--- config.mk ---
export PLATFORM = sky130hd
export DESIGN_NAME = popcount_seq_ctrl
export DESIGN_NICKNAME = d
export VERILOG_FILES = /design/src/rtl/popcount_seq_ctrl.sv
export SDC_FILE = /design/constraint.sdc
export NUM_CORES = 1
export LEC_CHECK = 0
export BUFFER_PORTS_ARGS = -buffer_cell sky130_fd_sc_hd__buf_2
export CORE_ASPECT_RATIO = 0.9
export CORE_MARGIN = 2
export CORE_UTILIZATION = 48
export CTS_BUF_LIST = sky130_fd_sc_hd__clkbuf_4 sky130_fd_sc_hd__clkbuf_8 sky130_fd_sc_hd__clkbuf_16
export CTS_CLUSTER_DIAMETER = 40
export CTS_CLUSTER_SIZE = 12
export DETAILED_ROUTE_END_ITERATION = 8
export GPL_TIMING_DRIVEN = 0
export PLACE_DENSITY = 0.71
export SYNTH_ARGS = -nofsm -noshare
export SYNTH_HDL_FRONTEND = slang
export SYNTH_HIERARCHICAL = 1
export SYNTH_SLANG_ARGS = --single-unit
export TNS_END_PERCENT = 100
--- constraint.sdc ---
create_clock -name clk -period 14.19 [get_ports clk]
set_input_delay 2.838 -clock clk [delete_from_list [all_inputs] [get_ports clk]]
set_output_delay 2.838 -clock clk [all_outputs]
set_load 0.02 [all_outputs]
--- src/rtl/popcount_seq_ctrl.sv ---
`default_nettype none
// ============================================================================
// Module      : popcount_seq_ctrl (with helper adder_11to4)
// Description : Sequenced popcount of masked 11-bit beats over a job of
//               1..MAX_BEATS beats, result held until accepted.
// Revision    : 1.0 - initial release
// ============================================================================

module adder_11to4 (
    input  logic [10:0] bits,
    output logic [3:0]  count
);
    always_comb begin
        count = 4'd0;
        for (int i = 0; i < 11; i++) begin
            count = count + {3'd0, bits[i]};
        end
    end
endmodule

module popcount_seq_ctrl #(
    parameter int MAX_BEATS = 16,
    parameter int ACC_W     = 8
) (
    input  logic             clk,
    input  logic             reset,
    input  logic             start,
    input  logic [4:0]       num_beats,
    input  logic [10:0]      mask,
    input  logic             abort,
    input  logic             in_valid,
    output logic             in_ready,
    input  logic [10:0]      in_data,
    output logic             out_valid,
    input  logic             out_ready,
    output logic [ACC_W-1:0] out_count,
    output logic             busy,
    output logic             err
);
    localparam logic [4:0] c_max_beats = 5'(MAX_BEATS);

    typedef enum logic [1:0] {
        S_IDLE  = 2'd0,
        S_ACCUM = 2'd1,
        S_DONE  = 2'd2
    } state_t;

    state_t            r_state;
    logic [4:0]        r_num_beats;
    logic [10:0]       r_mask;
    logic [ACC_W-1:0]  r_acc;
    logic [4:0]        r_cnt;
    logic              r_in_ready;
    logic              r_out_valid;
    logic [ACC_W-1:0]  r_out_count;
    logic              r_busy;
    logic              r_err;

    logic [3:0]        w_beat_count;
    logic [ACC_W-1:0]  w_acc_next;
    logic              w_beat_fire;
    logic              w_start_ok;

    adder_11to4 u_adder (
        .bits  (in_data & r_mask),
        .count (w_beat_count)
    );

    assign w_acc_next  = r_acc + ACC_W'(w_beat_count);
    assign w_beat_fire = r_in_ready & in_valid;
    assign w_start_ok  = (num_beats != 5'd0) && (num_beats <= c_max_beats);

    assign in_ready  = r_in_ready;
    assign out_valid = r_out_valid;
    assign out_count = r_out_count;
    assign busy      = r_busy;
    assign err       = r_err;

    // Handshake outputs are registered alongside the state so none of them
    // depends combinationally on in_valid or out_ready.
    always_ff @(posedge clk or posedge reset) begin
        if (reset) begin
            r_state     <= S_IDLE;
            r_num_beats <= 5'd0;
            r_mask      <= 11'd0;
            r_acc       <= '0;
            r_cnt       <= 5'd0;
            r_in_ready  <= 1'b0;
            r_out_valid <= 1'b0;
            r_out_count <= '0;
            r_busy      <= 1'b0;
            r_err       <= 1'b0;
        end else begin
            r_err <= 1'b0;
            case (r_state)
                S_IDLE: begin
                    if (!abort && start) begin
                        if (w_start_ok) begin
                            r_num_beats <= num_beats;
                            r_mask      <= mask;
                            r_acc       <= '0;
                            r_cnt       <= 5'd0;
                            r_in_ready  <= 1'b1;
                            r_busy      <= 1'b1;
                            r_state     <= S_ACCUM;
                        end else begin
                            r_err <= 1'b1;
                        end
                    end
                end
                S_ACCUM: begin
                    if (abort) begin
                        r_acc      <= '0;
                        r_cnt      <= 5'd0;
                        r_in_ready <= 1'b0;
                        r_busy     <= 1'b0;
                        r_state    <= S_IDLE;
                    end else if (w_beat_fire) begin
                        r_acc <= w_acc_next;
                        r_cnt <= r_cnt + 5'd1;
                        if ((r_cnt + 5'd1) == r_num_beats) begin
                            r_out_count <= w_acc_next;
                            r_out_valid <= 1'b1;
                            r_in_ready  <= 1'b0;
                            r_state     <= S_DONE;
                        end
                    end
                end
                S_DONE: begin
                    // An abort coinciding with out_ready discards the result.
                    if (abort || out_ready) begin
                        r_acc       <= '0;
                        r_cnt       <= 5'd0;
                        r_out_valid <= 1'b0;
                        r_busy      <= 1'b0;
                        r_state     <= S_IDLE;
                    end
                end
                default: begin
                    r_in_ready  <= 1'b0;
                    r_out_valid <= 1'b0;
                    r_busy      <= 1'b0;
                    r_state     <= S_IDLE;
                end
            endcase
        end
    end
endmodule

`default_nettype wire

* Word level (Yosys, flattened, before mapping)
Cells that the tools add are included.
** Storage, ports and cells
- Word-level logic and storage cells :: 89
- Input bits :: 33
- Register bits :: 43
- Output and inout bits :: 12
** Cells by class
- Magnitude comparators :: 1
- Equal/unequal tests :: 12
- Reduce and logical (&&, ||, !) cells :: 14
- Add/sub/neg operators :: 12
- Muxes and demuxes :: 35
- Bitwise gates (word level) :: 5
** Operators with widths (count)
- two-way mux 8 bit :: 5
- adder 4 x 1 -> 4 bit :: 9
- two-way mux 5 bit :: 5
- case mux 8 bit (3 select lines) :: 1
- AND reduction 5 bit :: 4
- case mux 5 bit (3 select lines) :: 1
- inequality test 2 bit (second input constant) :: 7
- two-way mux 1 bit :: 13
- two-way mux 2 bit :: 6
- bitwise AND 11 bit :: 1
- case mux 1 bit (3 select lines) :: 3
- adder 8 x 4 -> 8 bit :: 1
- AND reduction 4 bit :: 2
- inequality test 3 bit (second input constant) :: 2
- case mux 2 bit (3 select lines) :: 1
- adder 5 x 1 -> 5 bit (second input constant) :: 1
- equality test 5 bit :: 1
- less-or-equal comparator 5 bit (second input constant) :: 1
- nonzero test 5 bit :: 1
- NOT 1 bit :: 3
- AND reduction 3 bit :: 1
- nonzero test 3 bit :: 1
- adder 1 x 1 -> 2 bit :: 1
- equality test 2 x 1 -> 1 bit (second input constant) :: 1
- 6 further kinds :: 7

* Logic depth before layout (Yosys ltp)
Gate-level depths: netlist of the first run.
- Depth after elaboration :: 15
- Mapped depth :: 15
- Mapped depth without buffers :: 15

* Hierarchy
Netlist of the first run, hierarchy kept.
** Modules (own cells, without submodules)
- popcount_seq_ctrl :: area an instance 2180.8 µm², seq. area each 1076.0 µm², instances 1, cells an instance 178
- adder_11to4 :: area an instance 232.7 µm², seq. area each 0.0 µm², instances 1, cells an instance 26

* Worst setup path after synthesis of the first run
No wires, ideal clock.
- Path type :: in2reg
- Start point :: input in_data[0]
- End point :: register r_out_count[6], in the netlist out_count[6]
- Cell stages on the path :: 14
- Setup time :: 0.125 ns
- Data required time :: 14.065 ns
- Buffers on the path :: 0
- Slack :: 7.236 ns
- Arrival :: 6.829 ns
- Path through :: and2_1 fa_1 inv_1 fa_1 fa_1 fa_1 fa_1 inv_1 fa_1 a21o_1 a21oi_1 nor2_1 xor2_1 mux2_4
** On the way
- Longest elaborated chain between the ends :: 12
** RTL lines
- start: declaration :: line 33 : input logic [10:0] in_data,
- bitwise AND 11 bit :: line 65 : .bits (in_data & r_mask),
- adder 1 x 1 -> 2 bit :: line 16 : count = count + {3'd0, bits[i]};
- adder 4 x 1 -> 4 bit (9 in series) :: line 16
- via w_beat_count[1] :: line 59 : logic [3:0] w_beat_count;
- adder 8 x 4 -> 8 bit :: line 69 : assign w_acc_next = r_acc + ACC_W'(w_beat_count);
- end signal: assignment :: line 122 : r_out_count <= w_acc_next;
- end: declaration :: line 55 : logic [ACC_W-1:0] r_out_count;
The timed path passes the listed nets, and every way through them passes these cells.
A chain may end at the register's enable or synchronous reset.

* Worst setup path in the final report of the first run
Same ends and word-level chain as after synthesis.

==> results_dict.tcl, run 1 <==
set metrics [dict create \
    path_cells "buf_2, and2_1, fa_1, inv_1, fa_1, fa_1, fa_1, fa_1, inv_1, fa_1, a21o_1, a21oi_1, nor2_1, xor2_1, mux2_4" \
    postCtsSetupRepairBufs 0 \
    synth-simple-area-share 0.107 \
    vias 1608 \
    floorplan.initialDensity 0.499 \
    antenna_found_initial 0 \
    clock_insertion_delay_worst_skew_ns 0.29 \
    netSwitchingFraction 0.342 \
    pin_count_of_the_biggest_net_entering_global_routing 44 \
    yosysWarningCount 6 \
    tns_ns 0 \
    yosys.area.top_type "dfrtp_1" \
    cp-start-kind "input port" \
    number_of_global_route_vias_before_repair 1581 \
    grtUsageTotal 0.163 \
    delay_of_the_slowest_cell_on_the_worst_path_ns 0.53 \
    fmaxAchievable_mhz 144 \
    cp_slowest_cell "fa_1" \
    post_drt_via_cell_ratio 5.03 \
    synth_area_um2 2410 \
    postSynthAreaPerCell_um2 11.8 \
    clock-sinks 43 \
    synth_xor_area_frac 0.0669 \
    yosys.area.top_type_share 0.446 \
    detail_route.wl_per_cell_um 12.6 \
    io-pin-count 45 \
    layout_commonest_cell "buf_2" \
    cellPowerDensity_nw_per_um2 136 \
    ant_nets 0 \
    ys_ff_latch 43 \
    h-tree-depth 2 \
    global_route.overflow_total 0 \
    worst-path-buf-inv 3 \
    fillers 427 \
    run_status "finished clean" \
    fin_worst_skew_ns 0.00591 \
    combinational_family_with_the_most_area_after_synthesis "multiplexers" \
    cts_hold_repair.buffers 0 \
    final_hold_viol_count 0 \
    globalplace.congestion 0.833 \
    yosys-top-cells-area "dfrtp_1 45%, mux2_2 7.5%, fa_1 6.6%, mux2_4 5.0%, ha_1 3.1%" \
    timing.critical_path.arrival_ns 7.13 \
    post-layout-total-power_w 0.000381 \
    power_leakage_nw 1.42 \
    ir_drop_mv 0.0798 \
    max-cap-violations 0 \
    synth_compound_gate_area_share 0.115 \
    internal_power_w 0.000251 \
    fin_crit_sh 0.489 \
    rows 24 \
    postRouteWirelength_um 4040 \
    worst-endpoint-required_ns 14.37 \
    synth_sequential_area_ratio 0.446 \
    report.final.slew_viol_count 0 \
    synth_fp_nets 251 \
    most_common_cell_type_on_the_critical_path "fa_1" \
    post_route_cells_drive_above_1_share 0.353 \
    layout.cells.most_common_list "46 x buf_2, 43 x dfrtp_1, 17 x inv_1" \
    rsz_0062_raised_after_global_routing "false" \
    power_frac_clock 0.209 \
    arithmetic_cell_share_of_the_synthesized_area_counting_full_adders_half_adders_and_majority_gates 0.0975 \
    layout.nets 301 \
    timing.final.setup_violations 0 \
    cts_repair_resize_count 0 \
    tightest_slew_ns 0.894 \
    cp-end-kind "flop" \
    die_area_um2 5610 \
    min_period_ns 6.94 \
    switchingPower_w 0.000130 \
    drt_pre_antenna_iters 4 \
    clk_path_buf_depth 2 \
    antenna-diode-count 0 \
    clkSlewWorstSetupHoldPaths_ns 0.08 \
    pwr-share-comb 0.387 \
    post_synth_mux_area_share 0.124 \
    port_buffers 43 \
    clock_tree_from_tritoncts "built" \
    wire_length_of_the_first_global_routing_pass_um 7050 \
    ctsRootBufferMaster "clkbuf_8" \
    placeableCoreArea_um2 4830 \
    cells_after_synth 204 \
    die_h_um 71.3 \
    worst-path-max-fanout 5 \
    critical_path_class "input port to flop" \
    power.sequential.fraction 0.404 \
    die_width_um 78.7 \
    critPathTopFamily "adder cells" \
    hp-class "flop to flop" \
    post-route-drc-count 0 \
    synth.distinct_cells 43 \
    post-dp-hpwl_um 3050 \
    detailedRoute.firstIterationViolations 54 \
    relSlewSlack 0.403 \
    area_delta_synth_final_pct 16.0 \
    numCtsBuffers 5 \
]
-- synth_stat cells, drive strengths merged --
cell type	count
a211o	1
xnor2	8
nor4	1
a211oi	3
nand2b	5
ha	6
nand4	1
nand3	1
clkbuf	3
nor2	7
o2111a	1
inv	18
nand2	5
a21o	2
xor2	7
fa	8
buf	4
a21oi	10
a32o	1
o21ai	6
nand4b	1
a31oi	5
and2	11
nor3	1
dfrtp	43
a22o	7
or4	2
mux2	24
and3b	1
or3b	1
o21a	1
and3	2
nor2b	2
xnor3	1
a311oi	1
o31ai	2
nor4bb	1
-- final timing paths --
| path | to | startpoint | slack [ns] | cells past startpoint |
|---|---|---|---|---|
| worst max-delay path | out_count[6] | in_data[0] | 7.25 | 15 |
| worst min-delay path | r_acc[7] | r_acc[7] | 0.50 | 1 |
| worst max register to register | out_count[6] | r_mask[0] | 9.52 | 14 |
| worst min register to register | r_acc[7] | r_acc[7] | 0.50 | 1 |
| max in group asynchronous | out_count[1] | reset | 10.90 | 2 |
| min in group asynchronous | r_mask[9] | reset | 2.73 | 2 |
-- area by class of cell --
| type | count | area (um^2) | share of cell area |
|---|---|---|---|
| multi-input combinational | 136 | 1230 | 0.440 |
| sequential | 43 | 1080 | 0.384 |
| timing repair buffer | 43 | 215 | 0.0769 |
| clock buffer | 7 | 83.8 | 0.0300 |
| tap | 65 | 81.3 | 0.0291 |
| inverter | 18 | 67.6 | 0.0241 |
| buffer | 7 | 37.5 | 0.0134 |
| clock inverter | 1 | 5.00 | 0.00179 |
-- layer usage --
metal | routed length, um | global-route usage | share of wire | vias to the layer above
met1 | 1960 | 0.220 | 0.49 | 756
met2 | 1850 | 0.255 | 0.46 | 33
met5 | 0 | 0 | 0 | -
met3 | 156 | 0.0340 | 0.039 | 5
met4 | 74 | 0.0760 | 0.018 | 0
li1 | - | - | - | 814
-- kinds of logic after synthesis --
family / after synthesis
xor+xnor: 16
mux: 24
flops: 43
simple gates: 42
compound gates: 40
buf+inv: 25
fa+ha+maj: 14
-- state kept, by name (all words and copies together), names as in the netlist --
signal and flops:
out_valid 1, out_count 8, r_state 2, in_ready 1, r_mask 11, r_num_beats 5
r_cnt 5, r_acc 8, err 1, busy 1
-- per-stage QoR --
step / setup WS, ns / util / hold slack [ns] / instance area, um^2 / std cells
3_5_place_dp: 6.92 / 0.561 / 0.487 / 2710 / 312
3_3_place_gp: 6.91 / 0.561 / 0.480 / 2710 / 312
2_1_floorplan: 7.24 / - / 0.470 / 2410 / 204
4_1_cts: 7.24 / 0.579 / 0.501 / 2800 / 320
5_1_grt: 7.05 / 0.579 / 0.511 / 2800 / 320
6_report: 7.25 / 0.579 / 0.498 / 2800 / 320
-- power groups by stage --
| stage | Sequential [W] | Combinational (W) | Clock (W) |
|---|---|---|---|
| after floorplan | 0.000159 | 0.000114 | 0 |
| after global placement | 0.000156 | 0.000145 | 0 |
| after detailed placement | 0.000157 | 0.000149 | 0 |
| after CTS | 0.000154 | 0.000150 | 0.0000830 |
| after global routing | 0.000157 | 0.000172 | 0.0000888 |
| final | 0.000154 | 0.000147 | 0.0000797 |
(Power assumes the default switching activity.)
==> run 2: changes to the inputs <==
--- a/config.mk
+++ b/config.mk
@@ -14,7 +14,7 @@
 export CTS_CLUSTER_SIZE = 12
 export DETAILED_ROUTE_END_ITERATION = 8
 export GPL_TIMING_DRIVEN = 0
-export PLACE_DENSITY = 0.71
+export PLACE_DENSITY = 0.73
 export SYNTH_ARGS = -nofsm -noshare
 export SYNTH_HDL_FRONTEND = slang
 export SYNTH_HIERARCHICAL = 1
==> constraint.sdc (replaced) <==
create_clock -name clk -period 5.7 [get_ports clk]
set_input_delay 1.14 -clock clk [delete_from_list [all_inputs] [get_ports clk]]
set_output_delay 1.14 -clock clk [all_outputs]
set_load 0.02 [all_outputs]
==> results_dict.tcl, run 2 (synthesized netlist as in run 1, its figures left out) <==
set metrics [dict create \
    rsz_0062_raised_after_global_routing "false" \
    final_util 0.586 \
    postCtsSetupRepairBufs 0 \
    tightest_slew_ns 0.910 \
    hold_path_startpoint "r_mask[2]" \
    floorplan.initialDensity 0.499 \
    detailedRoute.firstIterationViolations 58 \
    worst-path-buf-inv 3 \
    clock-sinks 43 \
    most_common_cell_type_on_the_critical_path "fa_1" \
    detail_route.wl_per_cell_um 13.8 \
    delay_of_the_slowest_cell_on_the_worst_path_ns 0.54 \
    layout_commonest_cell "buf_2" \
    largest_register "r_mask" \
    rows 24 \
    relSlewSlack 0.390 \
    clk_path_buf_depth 2 \
    layoutNonFillerInstCount 321 \
    drt_pre_antenna_iters 4 \
    fillers 415 \
    postRouteWirelength_um 4410 \
    ant_nets 0 \
    largest_reg_flops 11 \
    run_status "finished clean" \
    h-tree-depth 2 \
    area_delta_synth_final_pct 17.4 \
    cellPowerDensity_nw_per_um2 349 \
    wire_length_of_the_first_global_routing_pass_um 7670 \
    numCtsBuffers 5 \
    final_hold_viol_count 0 \
    post_drt_via_cell_ratio 5.14 \
    path_cells "buf_2, and2_1, fa_1, inv_1, fa_1, fa_1, fa_1, fa_1, inv_1, fa_1, a21o_1, a21oi_1, nor2_1, xor2_1, mux2_4" \
    layout.nets 302 \
    clkSlewWorstSetupHoldPaths_ns 0.08 \
    vias 1649 \
    ir_drop_mv 0.179 \
    layout.cells.most_common_list "46 x buf_2, 43 x dfrtp_1, 17 x inv_1" \
    timing.rr.start "r_mask[0]" \
    hp-class "flop to flop" \
    die_h_um 71.3 \
    die_area_um2 5610 \
    pin_count_of_the_biggest_net_entering_global_routing 35 \
    ctsRootBufferMaster "clkbuf_8" \
    die_width_um 78.7 \
    timing.final.setup_violations 0 \
    critical_path_class "input port to flop" \
    min_period_ns 5.28 \
    worst-path-max-fanout 5 \
    port_buffers 43 \
    globalplace.congestion 0.836 \
    fmaxAchievable_mhz 189 \
    critPathTopFamily "adder cells" \
    max-cap-violations 0 \
    post-route-drc-count 0 \
    fin_crit_sh 0.927 \
    clock_tree_from_tritoncts "built" \
    report.final.slew_viol_count 0 \
    fin_worst_skew_ns 0.00893 \
    cts_repair_resize_count 0 \
    antenna_found_initial 0 \
    cp-start-kind "input port" \
    placeableCoreArea_um2 4830 \
    worst-endpoint-required_ns 5.89 \
    post_route_cells_drive_above_1_share 0.355 \
    cts_hold_repair.buffers 0 \
    tns_ns 0 \
    number_of_global_route_vias_before_repair 1682 \
    crit_start "in_data[0]" \
    power_leakage_nw 1.43 \
    antenna-diode-count 0 \
    cp_slowest_cell "fa_1" \
    io-pin-count 45 \
    cp-end-kind "flop" \
    placed_instances 313 \
    grtUsageTotal 0.179 \
    global_route.overflow_total 0 \
    post-dp-hpwl_um 3320 \
    timing.critical_path.arrival_ns 5.48 \
    clock_insertion_delay_worst_skew_ns 0.30 \
]
-- run 2: changes by cell type in the layout (fill, tap and decap cells not counted) --
cell	change
clkbuf_8	+2
clkbuf_4	-1
buf_12	+1
clkinv_2	-1
-- run 2: power by group --
| part | total [W] | leakage (nW) | internal, W | switching [W] |
|---|---|---|---|---|
| clock | 0.000222 | 0.0549 | 0.000115 | 0.000107 |
| combinational | 0.000383 | 0.816 | 0.000181 | 0.000202 |
| sequential | 0.000383 | 0.560 | 0.000354 | 0.0000294 |
-- run 2: cell type report --
| type | count | area (um^2) | share of cell area |
|---|---|---|---|
| multi-input cells | 136 | 1230 | 0.435 |
| inverters | 18 | 67.6 | 0.0238 |
| well taps | 65 | 81.3 | 0.0287 |
| repair buffers | 44 | 235 | 0.0830 |
| clock buffers | 8 | 104 | 0.0366 |
| flip-flops and latches | 43 | 1080 | 0.380 |
| plain buffers | 7 | 37.5 | 0.0132 |
-- run 2: worst paths after layout --
path	slack (ns)	to	cells past startpoint
worst max register to register	0.99	out_count[6]	14
max in group asynchronous	4.51	r_num_beats[4]	3
worst max-delay path	0.42	out_count[6]	15
worst min-delay path	0.50	r_mask[2]	1
worst min register to register	0.50	r_mask[2]	1
min in group asynchronous	0.75	r_cnt[0]	2
-- run 2: through the flow --
stage	hold slack (ns)	power, W	setup slack [ns]	cell area (um^2)
after CTS	0.504	0.00100	0.412	2830
final	0.498	0.000988	0.416	2830
after detailed placement	0.486	0.000771	0.116	2730
after global placement	0.479	0.000747	0.166	2710
after floorplan	0.470	0.000678	0.444	2410
after global routing	0.514	0.00107	0.253	2830
-- run 2: metal layers --
metal / global-route usage / part of all wire / vias up / wire, um
met3: 0.0428 / 0.046 / 10 / 205
li1: - / - / 810 / -
met4: 0.0858 / 0.023 / 0 / 102
met1: 0.246 / 0.46 / 790 / 2030
met5: 0 / 0 / - / 0
met2: 0.270 / 0.47 / 39 / 2080
==> run 3: changes to the inputs <==
--- a/config.mk
+++ b/config.mk
@@ -5,13 +5,14 @@
 export SDC_FILE = /design/constraint.sdc
 export NUM_CORES = 1
 export LEC_CHECK = 0
+export ABC_AREA = 1
 export BUFFER_PORTS_ARGS = -buffer_cell sky130_fd_sc_hd__buf_2
 export CORE_ASPECT_RATIO = 0.9
 export CORE_MARGIN = 2
 export CORE_UTILIZATION = 48
 export CTS_BUF_LIST = sky130_fd_sc_hd__clkbuf_4 sky130_fd_sc_hd__clkbuf_8 sky130_fd_sc_hd__clkbuf_16
 export CTS_CLUSTER_DIAMETER = 40
-export CTS_CLUSTER_SIZE = 12
+export CTS_CLUSTER_SIZE = 28
 export DETAILED_ROUTE_END_ITERATION = 8
 export GPL_TIMING_DRIVEN = 0
 export PLACE_DENSITY = 0.73
==> results_dict.tcl, run 3 <==
set metrics [dict create \
    run_status "finished clean" \
    antenna-diode-count 0 \
    postCtsSetupRepairBufs 0 \
    synth_common_cells "132 x nand2_1, 54 x inv_1, 43 x dfrtp_1" \
    cp_slowest_cell "fa_1" \
    tns_ns 0 \
    critical_path_depth 19 \
    finalInstanceArea_um2 3020 \
    most_common_cell_type_on_the_critical_path "nand2_1" \
    ys_dominant_reg_cell "dfrtp_1" \
    yosys.area.top_type_share 0.421 \
    fin_worst_skew_ns 0.00569 \
    clock_tree_from_tritoncts "built" \
    largest_register "r_mask" \
    placedInstanceArea_um2 2880 \
    asyncSetResetFlopFracSynth 1.00 \
    number_of_global_route_vias_before_repair 2029 \
    floorplan.initialDensity 0.493 \
    yosysWarningCount 6 \
    r2r_slack_ns 1.47 \
    detail_route.wl_per_cell_um 11.1 \
    crit_start "in_data[0]" \
    report.final.slew_viol_count 0 \
    r2r_cells 18 \
    rsz_0062_raised_after_global_routing "false" \
    synth.distinct_cells 27 \
    fillers 509 \
    tightest_slew_ns 0.436 \
    timing.final.setup_violations 0 \
    clock-sinks 43 \
    synth_fp_nets 377 \
    layout_commonest_cell "nand2_1" \
    cp-start-kind "input port" \
    relSlewSlack 0.708 \
    cellPowerDensity_nw_per_um2 448 \
    postSynthAreaPerCell_um2 7.75 \
    antenna_found_initial 0 \
    cells_after_synth 330 \
    numCtsBuffers 5 \
    fin_crit_sh 0.839 \
    io-pin-count 45 \
    area_delta_synth_final_pct 18.0 \
    synth.most_common_cell "nand2_1" \
    layout.cells.most_common_list "132 x nand2_1, 53 x inv_1, 48 x buf_2" \
    post-route-drc-count 0 \
    postRouteWirelength_um 4980 \
    critPathTopFamily "adder cells" \
    ctsRootBufferMaster "clkbuf_8" \
    wire_length_of_the_first_global_routing_pass_um 8720 \
    worst-path-max-fanout 5 \
    clk_path_buf_depth 2 \
    cts_repair_resize_count 0 \
    cts_hold_repair.buffers 0 \
    vias 2138 \
    crit-reg2reg-capture "r_acc[5]" \
    critical_path_class "input port to flop" \
    ant_nets 0 \
    hold_path_startpoint "r_mask[5]" \
    pin_count_of_the_biggest_net_entering_global_routing 32 \
    die_h_um 73.2 \
    fmaxAchievable_mhz 209 \
    yosys.area.top_type "dfrtp_1" \
    ys_ff_latch 43 \
    timing.critical_path.arrival_ns 4.97 \
    hold_crit_endpoint "r_mask[5]" \
    port_buffers 44 \
    timing.rr.start "r_mask[0]" \
    cp-end-kind "flop" \
    power_leakage_nw 1.78 \
    global_route.overflow_total 0 \
    hp-class "flop to flop" \
    rows 25 \
    number_of_flops_mapped_to_enable_cells_by_yosys 0 \
    die_width_um 80.9 \
    ir_drop_mv 0.228 \
    h-tree-depth 2 \
    synth_sequential_area_ratio 0.421 \
    layout.nets 429 \
    die_area_um2 5930 \
    synth_area_um2 2560 \
    max-cap-violations 0 \
    globalplace.congestion 0.877 \
    post-dp-hpwl_um 3820 \
    largest_reg_flops 11 \
    clock_insertion_delay_worst_skew_ns 0.29 \
    detailedRoute.firstIterationViolations 93 \
    drt_pre_antenna_iters 4 \
    post-layout-total-power_w 0.00135 \
    worst-endpoint-required_ns 5.89 \
    post_drt_via_cell_ratio 4.75 \
    worst-path-buf-inv 4 \
    worstHoldPathCells 2 \
    min_period_ns 4.78 \
    placeableCoreArea_um2 5190 \
    yosys-top-cells-area "dfrtp_1 42%, nand2_1 19%, inv_1 7.9%, fa_1 6.3%, nand3_1 5.3%" \
    final_hold_viol_count 0 \
    post_route_cells_drive_above_1_share 0.211 \
    clkSlewWorstSetupHoldPaths_ns 0.09 \
    delay_of_the_slowest_cell_on_the_worst_path_ns 0.53 \
    grtUsageTotal 0.188 \
    path_cells "buf_2, nand2_1, inv_1, fa_1, inv_1, fa_1, fa_1, fa_1, fa_1, xor2_1, ha_1, nand2_1, nand2_1, nand2_1, nand3_1, xor2_1, inv_1, nand2_1, nand2_1" \
]
## run 3: changes by cell type after synthesis, moves of 8 or more
cell / before / now
mux2_2: 16 / 0
inv_1: 18 / 54
nand3_1: 0 / 27
nand2_1: 5 / 132
and2_1: 11 / 0
mux2_4: 8 / 0
## run 3: how the worst max path moves through the flow
stage / endpoint / slack [ns]
2_1_floorplan: r_acc[5] / 0.92
3_3_place_gp: r_acc[5] / 0.64
3_5_place_dp: r_acc[5] / 0.58
4_1_cts: r_acc[5] / 0.91
5_1_grt: r_acc[5] / 0.66
6_report: r_acc[5] / 0.92
## run 3: routing by layer
metal,GRT usage,share of wire,up-vias
met3,0.0396,0.046,4
li1,-,-,1116
met4,0.0527,0.0050,0
met2,0.300,0.47,50
met5,0,0,-
met1,0.260,0.48,968
## run 3: worst reg2reg max path: stages (launching register included)
cell     delay [ns]
dfrtp_1        0.39
nand2_1        0.06
inv_1          0.05
fa_1           0.52
inv_1          0.05
fa_1           0.53
fa_1           0.43
fa_1           0.42
fa_1           0.40
xor2_1         0.18
ha_1           0.35
nand2_1        0.12
nand2_1        0.05
nand2_1        0.05
nand3_1        0.13
xor2_1         0.25
inv_1          0.06
nand2_1        0.06
nand2_1        0.05
## run 3: per-stage QoR
step                      worst slack [ns]   util  std cells  hold slack (ns)
after floorplan                      0.923      -        330            0.442
after global placement               0.636  0.551        441            0.454
after detailed placement             0.584  0.555        442            0.458
after CTS                            0.906  0.581        450            0.480
after global routing                 0.659  0.581        450            0.505
final                                0.918  0.581        450            0.476
## run 3: final cells by class
class | count | area [um^2] | area share
multi-input combinational | 224 | 1220 | 0.406
sequential | 43 | 1080 | 0.357
timing repair buffer | 45 | 240 | 0.0796
inverter | 56 | 210 | 0.0697
tap | 67 | 83.8 | 0.0278
clock buffer | 6 | 76.3 | 0.0253
clock inverter | 2 | 60.1 | 0.0199
buffer | 7 | 46.3 | 0.0153
## run 3: cell families (layout without fill, tap and decap cells)
group / Yosys count / after routing / synth area share
adders and majority gates: 14 / 14 / 0.0920
DFF: 43 / 43 / 0.421
buffers and inverters: 63 / 116 / 0.100
and+or+nand+nor: 190 / 190 / 0.329
xor gates and xnor gates: 6 / 6 / 0.0205
AOI/OAI and AO/OA: 14 / 14 / 0.0377
## run 3: power by group
group | switching, W | internal, W
clock network | 0.000106 | 0.000180
logic | 0.000386 | 0.000234
registers | 0.0000566 | 0.000388
total | 0.000549 | 0.000802
